## src/rtl/fp_misc_pkg.sv

```systemverilog
// Shared types for the FP misc unit: op encoding, class bits, canonical NaN.
// Imported by fp_classify and fp_misc_unit.
package fp_misc_pkg;

  typedef enum logic [3:0] {
    OP_SGNJ  = 4'd0,
    OP_SGNJN = 4'd1,
    OP_SGNJX = 4'd2,
    OP_MIN   = 4'd3,
    OP_MAX   = 4'd4,
    OP_FEQ   = 4'd5,
    OP_FLT   = 4'd6,
    OP_FLE   = 4'd7,
    OP_CLASS = 4'd8,
    OP_MV_X  = 4'd9
  } fp_misc_op_t;

  localparam int CLS_WIDTH    = 10;
  localparam int CLS_NEG_INF  = 0;
  localparam int CLS_NEG_NORM = 1;
  localparam int CLS_NEG_SUB  = 2;
  localparam int CLS_NEG_ZERO = 3;
  localparam int CLS_POS_ZERO = 4;
  localparam int CLS_POS_SUB  = 5;
  localparam int CLS_POS_NORM = 6;
  localparam int CLS_POS_INF  = 7;
  localparam int CLS_SNAN     = 8;
  localparam int CLS_QNAN     = 9;

  typedef struct packed {
    logic                 sign;
    logic                 is_zero;
    logic                 is_sub;
    logic                 is_inf;
    logic                 is_snan;
    logic                 is_qnan;
    logic [CLS_WIDTH-1:0] cls;
  } fp_class_t;

  // Sign 0, exponent all ones, quiet bit set; caller keeps the low FLEN bits.
  function automatic logic [63:0] canon_nan(
    input int unsigned ew,
    input int unsigned mw
  );
    logic [63:0] r;
    r = '0;
    for (int i = 0; i < 64; i++) begin
      if (i >= int'(mw) && i < int'(mw + ew)) r[i] = 1'b1;
    end
    r[mw-1] = 1'b1;
    return r;
  endfunction

endpackage

```

## src/rtl/fp_classify.sv

```systemverilog
// Combinational IEEE-754 operand classifier (any EXP/MANT width).
// In: val. Out: sign, is_zero/sub/inf/snan/qnan, 10-bit one-hot cls.
module fp_classify
  import fp_misc_pkg::*;
#(
  parameter int EXP_WIDTH  = 8,
  parameter int MANT_WIDTH = 23,
  localparam int FLEN = 1 + EXP_WIDTH + MANT_WIDTH
) (
  input  logic [FLEN-1:0]      val,
  output logic                 sign,
  output logic                 is_zero,
  output logic                 is_sub,
  output logic                 is_inf,
  output logic                 is_snan,
  output logic                 is_qnan,
  output logic [CLS_WIDTH-1:0] cls
);

  logic [EXP_WIDTH-1:0]  ex;
  logic [MANT_WIDTH-1:0] mant;
  logic ex_ones, ex_zero, man_zero;
  logic is_nan, is_norm;

  assign sign     = val[FLEN-1];
  assign ex       = val[FLEN-2:MANT_WIDTH];
  assign mant     = val[MANT_WIDTH-1:0];
  assign ex_ones  = &ex;
  assign ex_zero  = ~|ex;
  assign man_zero = ~|mant;

  assign is_zero = ex_zero & man_zero;
  assign is_sub  = ex_zero & ~man_zero;
  assign is_inf  = ex_ones & man_zero;
  assign is_nan  = ex_ones & ~man_zero;
  assign is_norm = ~ex_zero & ~ex_ones;
  assign is_snan = is_nan & ~mant[MANT_WIDTH-1];
  assign is_qnan = is_nan & mant[MANT_WIDTH-1];

  always_comb begin
    cls = '0;
    cls[CLS_NEG_INF]  = sign & is_inf;
    cls[CLS_NEG_NORM] = sign & is_norm;
    cls[CLS_NEG_SUB]  = sign & is_sub;
    cls[CLS_NEG_ZERO] = sign & is_zero;
    cls[CLS_POS_ZERO] = ~sign & is_zero;
    cls[CLS_POS_SUB]  = ~sign & is_sub;
    cls[CLS_POS_NORM] = ~sign & is_norm;
    cls[CLS_POS_INF]  = ~sign & is_inf;
    cls[CLS_SNAN]     = is_snan;
    cls[CLS_QNAN]     = is_qnan;
  end

endmodule

```

## src/rtl/fp_misc_unit.sv

```systemverilog
// Two-stage FP sign-inject/min/max/compare/classify/move unit, valid/ready.
// Ports: in_* request, out_* result (fp or int), fflags_nv sticky + clear.
module fp_misc_unit
  import fp_misc_pkg::*;
#(
  parameter int EXP_WIDTH  = 8,
  parameter int MANT_WIDTH = 23,
  parameter int XLEN       = 32,
  parameter int ID_WIDTH   = 5,
  localparam int FLEN = 1 + EXP_WIDTH + MANT_WIDTH
) (
  input  logic                clk,
  input  logic                rst_n,
  input  logic                in_valid,
  output logic                in_ready,
  input  logic [3:0]          in_op,
  input  logic [FLEN-1:0]     in_a,
  input  logic [FLEN-1:0]     in_b,
  input  logic [ID_WIDTH-1:0] in_id,
  output logic                out_valid,
  input  logic                out_ready,
  output logic [FLEN-1:0]     out_fp,
  output logic [XLEN-1:0]     out_int,
  output logic                out_to_int,
  output logic                out_nv,
  output logic [ID_WIDTH-1:0] out_id,
  output logic                fflags_nv,
  input  logic                fflags_nv_clear
);

  localparam logic [63:0] CANON64 =
    canon_nan(EXP_WIDTH, MANT_WIDTH);
  localparam logic [FLEN-1:0] CANON =
    CANON64[FLEN-1:0];

  typedef struct packed {
    logic [3:0]          op;
    logic [FLEN-1:0]     a;
    logic [FLEN-1:0]     b;
    logic [ID_WIDTH-1:0] id;
    fp_class_t           ca;
    fp_class_t           cb;
  } s1_t;

  fp_class_t cls_a, cls_b;
  s1_t       s1_q;
  logic      s1_valid;
  logic      s2_free;

  fp_classify #(
    .EXP_WIDTH (EXP_WIDTH),
    .MANT_WIDTH(MANT_WIDTH)
  ) u_cls_a (
    .val    (in_a),
    .sign   (cls_a.sign),
    .is_zero(cls_a.is_zero),
    .is_sub (cls_a.is_sub),
    .is_inf (cls_a.is_inf),
    .is_snan(cls_a.is_snan),
    .is_qnan(cls_a.is_qnan),
    .cls    (cls_a.cls)
  );

  fp_classify #(
    .EXP_WIDTH (EXP_WIDTH),
    .MANT_WIDTH(MANT_WIDTH)
  ) u_cls_b (
    .val    (in_b),
    .sign   (cls_b.sign),
    .is_zero(cls_b.is_zero),
    .is_sub (cls_b.is_sub),
    .is_inf (cls_b.is_inf),
    .is_snan(cls_b.is_snan),
    .is_qnan(cls_b.is_qnan),
    .cls    (cls_b.cls)
  );

  assign s2_free  = !out_valid || out_ready;
  assign in_ready = !s1_valid || s2_free;

  always_ff @(posedge clk or negedge rst_n) begin
    if (!rst_n) begin
      s1_valid <= 1'b0;
      s1_q     <= '0;
    end else if (in_ready) begin
      s1_valid <= in_valid;
      if (in_valid) begin
        s1_q.op <= in_op;
        s1_q.a  <= in_a;
        s1_q.b  <= in_b;
        s1_q.id <= in_id;
        s1_q.ca <= cls_a;
        s1_q.cb <= cls_b;
      end
    end
  end

  logic [FLEN-2:0] a_mag, b_mag;
  logic a_s, b_s;
  logic a_nan, b_nan, any_nan, any_snan;
  logic both_zero, same, ord_lt;
  logic [XLEN-1:0] mvx;

  assign a_s       = s1_q.a[FLEN-1];
  assign b_s       = s1_q.b[FLEN-1];
  assign a_mag     = s1_q.a[FLEN-2:0];
  assign b_mag     = s1_q.b[FLEN-2:0];
  assign a_nan     = s1_q.ca.is_snan | s1_q.ca.is_qnan;
  assign b_nan     = s1_q.cb.is_snan | s1_q.cb.is_qnan;
  assign any_nan   = a_nan | b_nan;
  assign any_snan  = s1_q.ca.is_snan | s1_q.cb.is_snan;
  assign both_zero = s1_q.ca.is_zero & s1_q.cb.is_zero;
  assign same      = s1_q.a == s1_q.b;

  // Total order on non-NaN values with -0 below +0; FLT/FLE mask
  // the zero pair separately, MIN/MAX rely on it.
  always_comb begin
    ord_lt = 1'b0;
    if (a_s != b_s) ord_lt = a_s;
    else if (a_s)   ord_lt = b_mag < a_mag;
    else            ord_lt = a_mag < b_mag;
  end

  if (FLEN >= XLEN) begin : g_mv_trunc
    assign mvx = s1_q.a[XLEN-1:0];
  end else begin : g_mv_sext
    assign mvx = {{(XLEN-FLEN){s1_q.a[FLEN-1]}}, s1_q.a};
  end

  logic [FLEN-1:0] res_fp, pick;
  logic [XLEN-1:0] res_int;
  logic            res_to_int, res_nv;

  always_comb begin
    res_fp     = '0;
    res_int    = '0;
    res_to_int = 1'b0;
    res_nv     = 1'b0;
    pick       = '0;
    if (s1_valid) begin
      case (s1_q.op)
        OP_SGNJN: res_fp = {~b_s, a_mag};
        OP_SGNJX: res_fp = {a_s ^ b_s, a_mag};
        OP_MIN, OP_MAX: begin
          res_nv = any_snan;
          if (s1_q.op == OP_MIN)
            pick = ord_lt ? s1_q.a : s1_q.b;
          else
            pick = ord_lt ? s1_q.b : s1_q.a;
          if (a_nan && b_nan) res_fp = CANON;
          else if (a_nan)     res_fp = s1_q.b;
          else if (b_nan)     res_fp = s1_q.a;
          else                res_fp = pick;
        end
        OP_FEQ: begin
          res_to_int = 1'b1;
          res_nv     = any_snan;
          res_int    = XLEN'(!any_nan && (same || both_zero));
        end
        OP_FLT: begin
          res_to_int = 1'b1;
          res_nv     = any_nan;
          res_int    = XLEN'(!any_nan && ord_lt && !both_zero);
        end
        OP_FLE: begin
          res_to_int = 1'b1;
          res_nv     = any_nan;
          res_int    = XLEN'(!any_nan &&
                             (ord_lt || same || both_zero));
        end
        OP_CLASS: begin
          res_to_int = 1'b1;
          res_int    = XLEN'(s1_q.ca.cls);
        end
        OP_MV_X: begin
          res_to_int = 1'b1;
          res_int    = mvx;
        end
        default: res_fp = {b_s, a_mag};
      endcase
    end
  end

  always_ff @(posedge clk or negedge rst_n) begin
    if (!rst_n) begin
      out_valid  <= 1'b0;
      out_fp     <= '0;
      out_int    <= '0;
      out_to_int <= 1'b0;
      out_nv     <= 1'b0;
      out_id     <= '0;
    end else if (s2_free) begin
      out_valid  <= s1_valid;
      out_fp     <= res_fp;
      out_int    <= res_int;
      out_to_int <= res_to_int;
      out_nv     <= res_nv;
      out_id     <= s1_valid ? s1_q.id : '0;
    end
  end

  // A new NV event wins over a same-cycle CSR clear.
  always_ff @(posedge clk or negedge rst_n) begin
    if (!rst_n) begin
      fflags_nv <= 1'b0;
    end else if (out_valid && out_ready && out_nv) begin
      fflags_nv <= 1'b1;
    end else if (fflags_nv_clear) begin
      fflags_nv <= 1'b0;
    end
  end

endmodule

```

## config.mk

```make
export PLATFORM = sky130hd
export DESIGN_NAME = fp_misc_unit
export DESIGN_NICKNAME = d
export VERILOG_FILES = /design/src/rtl/fp_misc_pkg.sv /design/src/rtl/fp_classify.sv /design/src/rtl/fp_misc_unit.sv
export SDC_FILE = /design/constraint.sdc
export NUM_CORES = 1
export LEC_CHECK = 0
export CORE_MARGIN = 2
export CORE_UTILIZATION = 47
export CTS_CLUSTER_DIAMETER = 200
export DETAILED_ROUTE_END_ITERATION = 12
export PLACE_DENSITY = 0.83
export SYNTH_ARGS = -nofsm -noshare
export SYNTH_HDL_FRONTEND = slang
export SYNTH_SLANG_ARGS = --single-unit
```

## constraint.sdc

```tcl
create_clock -name clk -period 3.1 [get_ports clk]
set_input_delay 0.62 -clock clk [delete_from_list [all_inputs] [get_ports clk]]
set_output_delay 0.62 -clock clk [all_outputs]
set_load 0.02 [all_outputs]
```

After elaboration in Yosys (flattened, before gate mapping):

Index checks and enable logic that the tools add are counted.

* reductions and logical operators: 32
* bitwise gates (word level): 30
* equal/unequal tests: 11
* order comparisons: 2
* multiplexer cells: 19

Operators by type and width (number)
* $mux W32: 8
* $pmux W32 S5: 1
* $pmux W32 S4: 1
* $lt A31 B31 Y1: 2
* $reduce_or A23 Y1: 2
* $eq A32 B32 Y1: 1
* $and A1 B1 Y1: 20
* $eq A4 B3 Y1 const B: 4
* $reduce_and A8 Y1: 2
* $reduce_or A8 Y1: 2
* $eq A4 B2 Y1 const B: 2
* $eq A4 B4 Y1 const B: 2
* $logic_not A1 Y1: 8
* $logic_and A1 B1 Y1: 7
* $mux W1: 7
* $logic_or A1 B1 Y1: 5
* $mux W5: 1
* $not A1 Y1: 5
* $reduce_or A5 Y1: 1
* $eq A4 B1 Y1 const B: 1
* $or A1 B1 Y1: 4
* $reduce_or A2 Y1: 2
* $reduce_or A3 Y1: 1
* $pmux W1 S2: 1
* other kinds (4): 4

* output and inout bits: 74
* flip-flop bits (word level): 163

Depth between registers and ports, before layout:

Gate-level depths: netlist (run 1).

* depth after elaboration: 10
* gate-level depth with buffers: 12
* gate-level depth less buffers: 11

Modules after synthesis:

Synthesis (run 1) repeated with hierarchy kept, for this count alone.

* cells, all modules: 753
* area total of the unflattened synthesis: 8310.5 µm²

By module, submodules not included
* fp_misc_unit: cells an instance 687, area an instance 7845.0 µm², times used 1
* fp_classify: cells an instance 33, area an instance 232.7 µm², times used 2

Least setup slack after synthesis (run 1):

No wires, ideal clock.

* path kind: flip-flop to flip-flop
* from: register s1_q, in the netlist mvx[22]
* to: register out_fp[10]
* stages on the path, launching flop included: 12
* slack: 0.132 ns
* period minus slack after synthesis: 2.968 ns
* arrival: 2.842 ns
* path buffers: 1
* path through: dfrtp_1 > ha_1 > a21oi_1 > o21ai_1 > a2111oi_2 > o211ai_1 > a31oi_2 > mux2i_2 > mux2i_2 > nor3_4 > buf_6 > a221o_1

* longest elaborated chain between the ends: 10

Ends and longest elaborated chain
* from (decl): RTL line fp_misc_unit.sv:46 `s1_t s1_q;`
* $lt A31 B31 Y1 (on tied branches): RTL line fp_misc_unit.sv:121, fp_misc_unit.sv:120
* $mux W1 (*): RTL line fp_misc_unit.sv:120 `else if (a_s) ord_lt = b_mag < a_mag;`
* $mux W1 (*): RTL line fp_misc_unit.sv:119 `if (a_s != b_s) ord_lt = a_s;`
* $mux W32 (on tied branches): RTL line fp_misc_unit.sv:149, fp_misc_unit.sv:147
* $mux W32 (*): RTL line fp_misc_unit.sv:146 `if (s1_q.op == OP_MIN)`
* $mux W32 (*): RTL line fp_misc_unit.sv:152 `else if (b_nan) res_fp = s1_q.a;`
* $mux W32 (*): RTL line fp_misc_unit.sv:151 `else if (a_nan) res_fp = s1_q.b;`
* $mux W32 (*): RTL line fp_misc_unit.sv:150 `if (a_nan && b_nan) res_fp = CANON;`
* $pmux W32 S4 (*): RTL line fp_misc_unit.sv:141 `case (s1_q.op)`
* $mux W32 (*): RTL line fp_misc_unit.sv:140 `if (s1_valid) begin`
* to (signal assigned): RTL line fp_misc_unit.sv:194 `out_fp <= res_fp;`
* to (decl): RTL line fp_misc_unit.sv:22 `output logic [FLEN-1:0] out_fp,`

Mark *: on every way between the ends. The rest lies on a longest branch, timed or not.
A chain may end at the register's enable or synchronous reset.

Worst setup path in the final report (run 1):

* from: register s1_q, in the netlist mvx[29]
* to: register out_fp[29]

* longest elaborated chain between the ends: 10

Ends and longest elaborated chain (RTL line)
* $lt A31 B31 Y1 (on tied branches): fp_misc_unit.sv:121, fp_misc_unit.sv:120
* $mux W1: fp_misc_unit.sv:120
* $mux W1: fp_misc_unit.sv:119
* $mux W32 (on tied branches): fp_misc_unit.sv:149, fp_misc_unit.sv:147
* $mux W32: fp_misc_unit.sv:146
* $mux W32: fp_misc_unit.sv:152
* $mux W32: fp_misc_unit.sv:151
* $mux W32: fp_misc_unit.sv:150
* $pmux W32 S4 (*): fp_misc_unit.sv:141
* $mux W32 (*): fp_misc_unit.sv:140

Marked as above.

==> impl_metrics.yaml, run 1 <==
route:
  avgRoutedWirePerCell_um: 18.62
  final_antenna_net_count: 0
  dr_total_vias: 6951
  vias_per_cell: 5.707
  first_pass_iters: 6
  drtIter0Drc: 815
  remaining_drc_errors: 0
  routed_wl_mm: 22.68
placement:
  preCtsSetupSlack_ps: -187.4
  io_buffers: 151
  gp_congestion: 0.9014
  dpl.hpwl_mm: 15.09
  postPlaceCellArea_um2: 9560
worst_setup_path:
  reg2reg_from: "mvx[29]"
  critical_path_required_ps: 3390
  start_kind: "register"
  critical_path_arrival_ps: 3470
  worst-setup-path-type: "register to register"
  path_max_fanout: 6
  cp-end-kind: "register"
  crit_start: "mvx[29]"
logic_synthesis:
  synth_ff_type: "dfrtp_1"
  synth-seq-cells: 161
  synth_warnings: 0
  synth_edf_count: 0
  synth_top_cell_area_share: 0.5302
  seq_area_frac_synth: 0.5302
  yosysUniqueCellTypes: 42
  synth_nets: 912
  netlist_area_um2: 7599
  postSynthCellCount: 801
  synth.area.top_cells: "dfrtp_1 (53%), nand2_1 (10%), ha_1 (5.4%)"
  async_flop_share: 1.000
  syn_avg_cell_area_um2: 9.486
  yosysTopAreaCell: "dfrtp_1"
layout:
  fin_area_um2: 10460
  final_common_cell: "nand2_1"
  mostFrequentLayoutCells: "nand2_1 (205), dfrtp_1 (161), clkdlybuf4s50_1 (150)"
  drive_gt1_frac: 0.1228
  seq_area_um2: 4029
  area_delta_synth_final_pct: 37.68
  nets: 1100
  nFillCells: 1193
  multi_input_area_um2: 3386
  n_antenna_cell: 0
global_routing:
  grt_usage: 0.2642
  grt_max_degree: 83
  grt_pass1_wl_mm: 36.16
  antenna_found_initial: 0
  grt_pass1_vias: 6874
  gr-total-overflow: 0
clock_tree:
  cts_num_sinks: 161
  cts_inserted_buffers: 17
  htreeDepth: 4
  clockRootBuffer: "clkbuf_16"
  ctsHoldBuffers: 0
  clk_latency_ps: 430
  cts_max_path_buffers: 2
  clk_pin_slew_ps: 60
  cts_tree: "built"
power_and_ir_drop:
  p_per_area_nw_per_um2: 597.2
  seq_power_share: 0.406
  power_leakage_nw: 4.797
  p_comb_frac: 0.268
  clock_power_share: 0.326
  design_power_total_mw: 6.247
  p_sw_mw: 1.939
  p_int_mw: 4.309
  p_sw_frac: 0.3104
  ir_drop_mv: 0.4614
sta:
  hold_slack_ps: 175.2
  max_slew.worst_pin.slew_ps: 872.1
  layout_min_cycle_time_ps: 3185
  slew_violations: 0
  fin_worst_skew_ps: 7.699
  fin_crit_sh: 1.027
  max_freq_mhz: 314.0
  rsz0062_at_grt: "true"
  setup_viol: 23
  slew_headroom: 0.4186
  fin_ws_ps: -84.60
  hold_viol: 0
  fin_setup_tns_ps: -975.4
flow_run:
  maxCapViolCount: 0
die:
  start_util: 0.4801
  die_y_um: 131.2
  io_pins: 152
  rows: 46
  fp.coreArea_um2: 15830
  fp.dieArea_um2: 17200
  die_x_um: 131.2
min_path:
  min_path_type: "input pin to asynchronous set/reset pin"
status:
  outcome: "complete, but fails checks"
  violations: "setup timing"
## worst max-delay path: stages (launching register included)
cell and delay, ps:
dfrtp_1 410, ha_4 290, nand4_1 150, buf_4 180, nor4_2 340, buf_4 190, nand4_1 160, nand2_2 150
mux2i_4 90, buf_6 140, mux2i_4 200, buf_4 170, buf_6 120, o31ai_1 310, a22oi_1 160
## what timing repair did
action	CTS	global route
pin swaps	12	9
gates cloned	2	0
resized for setup	14	16
buffers inserted	17	3
setup endpoints to repair	22	31
## cell usage after synthesis, drive strengths merged, types with 11 or more instances
cell	n
mux2i	14
nand2	209
nor4	16
dfrtp	161
nand4	13
o21ai	68
and2	22
ha	33
clkbuf	37
nor2	29
inv	40
nand3	12
o31ai	11
a221o	22
a21oi	36
a22o	24
## worst paths after layout
kind | slack, ps | end | cells past startpoint
setup / recovery | -80 | out_fp[29] | 14
hold / removal | 180 | b_mag[8] | 1
setup reg to reg | -80 | out_fp[29] | 14
hold reg to reg | 460 | out_id[4] | 2
max in group asynchronous | 2130 | out_id[4] | 2
min in group clk | 460 | out_id[4] | 2
## state kept, by name (all words and copies together), names as in the netlist
signal,flops
mvx,32
out_fp,32
out_int,32
b_mag,31
s1_q,23
out_id,5
b_s,1
fflags_nv,1
out_nv,1
out_to_int,1
out_valid,1
s1_valid,1
## layer usage
metal / wire length, um / up-vias / part of all wire / global-route usage
li1: - / 3179 / - / -
met1: 9682 / 3369 / 0.43 / 0.3658
met2: 10630 / 351 / 0.47 / 0.4161
met3: 1705 / 52 / 0.075 / 0.04938
met4: 660 / 0 / 0.029 / 0.1002
met5: 0 / - / 0 / 0
## metrics by stage
step                      utilization  std cells
final                          0.6609       1218
after global placement         0.6040       1164
after global routing           0.6609       1218
after CTS                      0.6555       1215
after floorplan                     -        801
after detailed placement       0.6040       1164
## kinds of logic after synthesis
kind of cell    Yosys count  synth area share
compound gates          194            0.1712
mux                      14           0.01943
xor+xnor                  1          0.001153
fa+ha+maj                33           0.05434
buf+inv                  83           0.04298
flops                   161            0.5302
simple gates            315            0.1806
## power by group through the flow
stage / logic (mW) / registers [mW] / clock network (mW)
floorplan: 0.672 / 2.64 / 0
global route: 1.81 / 2.56 / 2.13
global placement: 1.45 / 2.55 / 0
finish: 1.67 / 2.54 / 2.04
CTS: 1.60 / 2.53 / 2.04
detailed placement: 1.48 / 2.56 / 0
## layout make-up
class,instances,area share
timing repair buffer,211,0.1965
inverter,40,0.01435
clock buffer,24,0.04700
multi-input combinational,558,0.3236
sequential,161,0.3851
clock inverter,8,0.007535
tap,216,0.02583
(Power assumes the default switching activity.)
==> run 2: changes to the inputs <==
- CAP_MARGIN: default -> 15
- CORE_UTILIZATION: 47 -> 40
- PLACE_DENSITY: 0.83 -> 0.73
==> run 2 against run 1 <==
Compared with the run above:
- non-clock buffer count up 6
- first-iteration DRC count is 23% lower
- global-route usage fell by 2.6 points
- sequential cell count did not move
- clock power increased by 3%
- final area grew 0.93%
- sequential power about the same
- sequential share of layout area down 0.36 points
- die area is 17% higher
- count of clock-buffer cells in the layout decreased by 3
- critical path depth shrank 2
- the run still ends with setup timing left
==> impl_metrics.yaml, run 2 (same netlist as run 1, synthesis figures left out) <==
route:
  first_pass_iters: 5
  drtIter0Drc: 627
  final_antenna_net_count: 0
  routed_wl_mm: 23.48
  avgRoutedWirePerCell_um: 18.90
  remaining_drc_errors: 0
  dr_total_vias: 6898
  vias_per_cell: 5.554
global_routing:
  gr-total-overflow: 0
  grt_max_degree: 83
  grt_pass1_vias: 6806
  grt_pass1_wl_mm: 36.86
  grt_usage: 0.2377
  antenna_found_initial: 0
worst_setup_path:
  worstPathCellList: "ha_4 -> a21oi_4 -> o21ai_2 -> a2111oi_4 -> o211ai_1 -> a31oi_2 -> mux2i_4 -> buf_6 -> mux2i_4 -> nor3_4 -> buf_6 -> a221o_2"
  path_max_fanout: 4
  critPathMaxStageDelay_ps: 410
  start_kind: "register"
  cp_slowest_cell: "dfrtp_1"
  cp-end-kind: "register"
  critical_path_arrival_ps: 3510
  critical_path_required_ps: 3420
  worst-setup-path-type: "register to register"
power_and_ir_drop:
  power_leakage_nw: 4.811
  ir_drop_mv: 0.4347
  design_power_total_mw: 6.330
  p_per_area_nw_per_um2: 599.5
clock_tree:
  cts_num_sinks: 161
  cts_max_path_buffers: 2
  htreeDepth: 4
  cts_inserted_buffers: 17
  cts_tree: "built"
  clk_pin_slew_ps: 70
  clk_latency_ps: 430
  clockRootBuffer: "clkbuf_16"
die:
  fp.dieArea_um2: 20110
  die_x_um: 141.8
  start_util: 0.4076
  die_y_um: 141.8
  rows: 50
  fp.coreArea_um2: 18640
  io_pins: 152
placement:
  io_buffers: 151
  preCtsSetupSlack_ps: -218.1
  gp_congestion: 0.8710
  dpl.hpwl_mm: 15.84
  dp_cells: 1184
  postPlaceCellArea_um2: 9585
status:
  violations: "setup timing"
  outcome: "complete, but fails checks"
layout:
  nFillCells: 1612
  finalNonFillerCells: 1242
  mostFrequentLayoutCells: "nand2_1 (206), dfrtp_1 (161), clkdlybuf4s50_1 (150)"
  n_antenna_cell: 0
  nets: 1106
  final_common_cell: "nand2_1"
  drive_gt1_frac: 0.1300
  area_delta_synth_final_pct: 38.96
  fin_area_um2: 10560
sta:
  fin_worst_skew_ps: 9.439
  slew_violations: 0
  fin_setup_tns_ps: -1292
  max_freq_mhz: 313.7
  hold_viol: 0
  fin_crit_sh: 1.028
  fin_ws_ps: -87.82
  setup_viol: 26
  max_slew.worst_pin.slew_ps: 898.6
  layout_min_cycle_time_ps: 3188
  slew_headroom: 0.4009
  rsz0062_at_grt: "true"
min_path:
  min_path_type: "input pin to asynchronous set/reset pin"
flow_run:
  maxCapViolCount: 0
==> run 2: area by class of cell <==
type	instances	area [um^2]	share of cell area
clock buffer	21	460.4	0.04361
tap	234	292.8	0.02773
sequential	161	4029	0.3816
timing repair buffer	217	2082	0.1972
clock inverter	11	130.1	0.01232
multi-input combinational	558	3415	0.3234
inverter	40	150.1	0.01422
==> run 2: report_power, final <==
group          leakage, nW  internal (mW)  switching [mW]
Clock                0.264           1.23           0.877
Combinational         2.46          0.780           0.907
Sequential            2.08           2.34           0.196
Total                 4.81           4.35            1.98
==> run 2: critical path, delay by kind of cell, from the launching register on <==
kind                       cells  cell delay [ps]
AOI/OAI and AO/OA              6             1380
DFF                            1              410
buffers and inverters          2              290
and+or+nand+nor                1              100
adders and majority gates      1              270
muxes                          2              640
==> run 2: timing repair <==
action | in CTS | in global routing
cloned | 2 | 0
pin swaps | 8 | 11
hold buffers | 0 | 0
buffers inserted | 18 | 7
resized for setup | 14 | 17
endpoints found under the setup margin | 22 | 31
==> run 2: path summary, 6_finish.rpt <==
kind | startpoint | to | slack, ps | depth (start not counted)
worst max register to register | mvx[20] | out_fp[1] | -90 | 12
min in group clk | out_id[0] | out_id[0] | 470 | 2
worst max-delay path | mvx[20] | out_fp[1] | -90 | 12
worst min register to register | out_id[0] | out_id[0] | 470 | 2
max in group asynchronous | rst_n | s1_q[26] | 2160 | 2
worst min-delay path | rst_n | out_fp[7] | 180 | 1
==> run 2: metrics by stage <==
stage	hold slack [ps]	util
2_1_floorplan	324.4	-
3_3_place_gp	448.7	0.5142
3_5_place_dp	458.3	0.5142
4_1_cts	204.3	0.5595
5_1_grt	227.4	0.5664
6_report	176.7	0.5664
==> run 2: routing by layer <==
metal / track usage / vias to the layer above / routed length, um
met5: 0 / - / 0
met4: 0.08263 / 0 / 490
met3: 0.04489 / 43 / 1514
met2: 0.3789 / 280 / 11030
met1: 0.3273 / 3387 / 10440
li1: - / 3188 / -
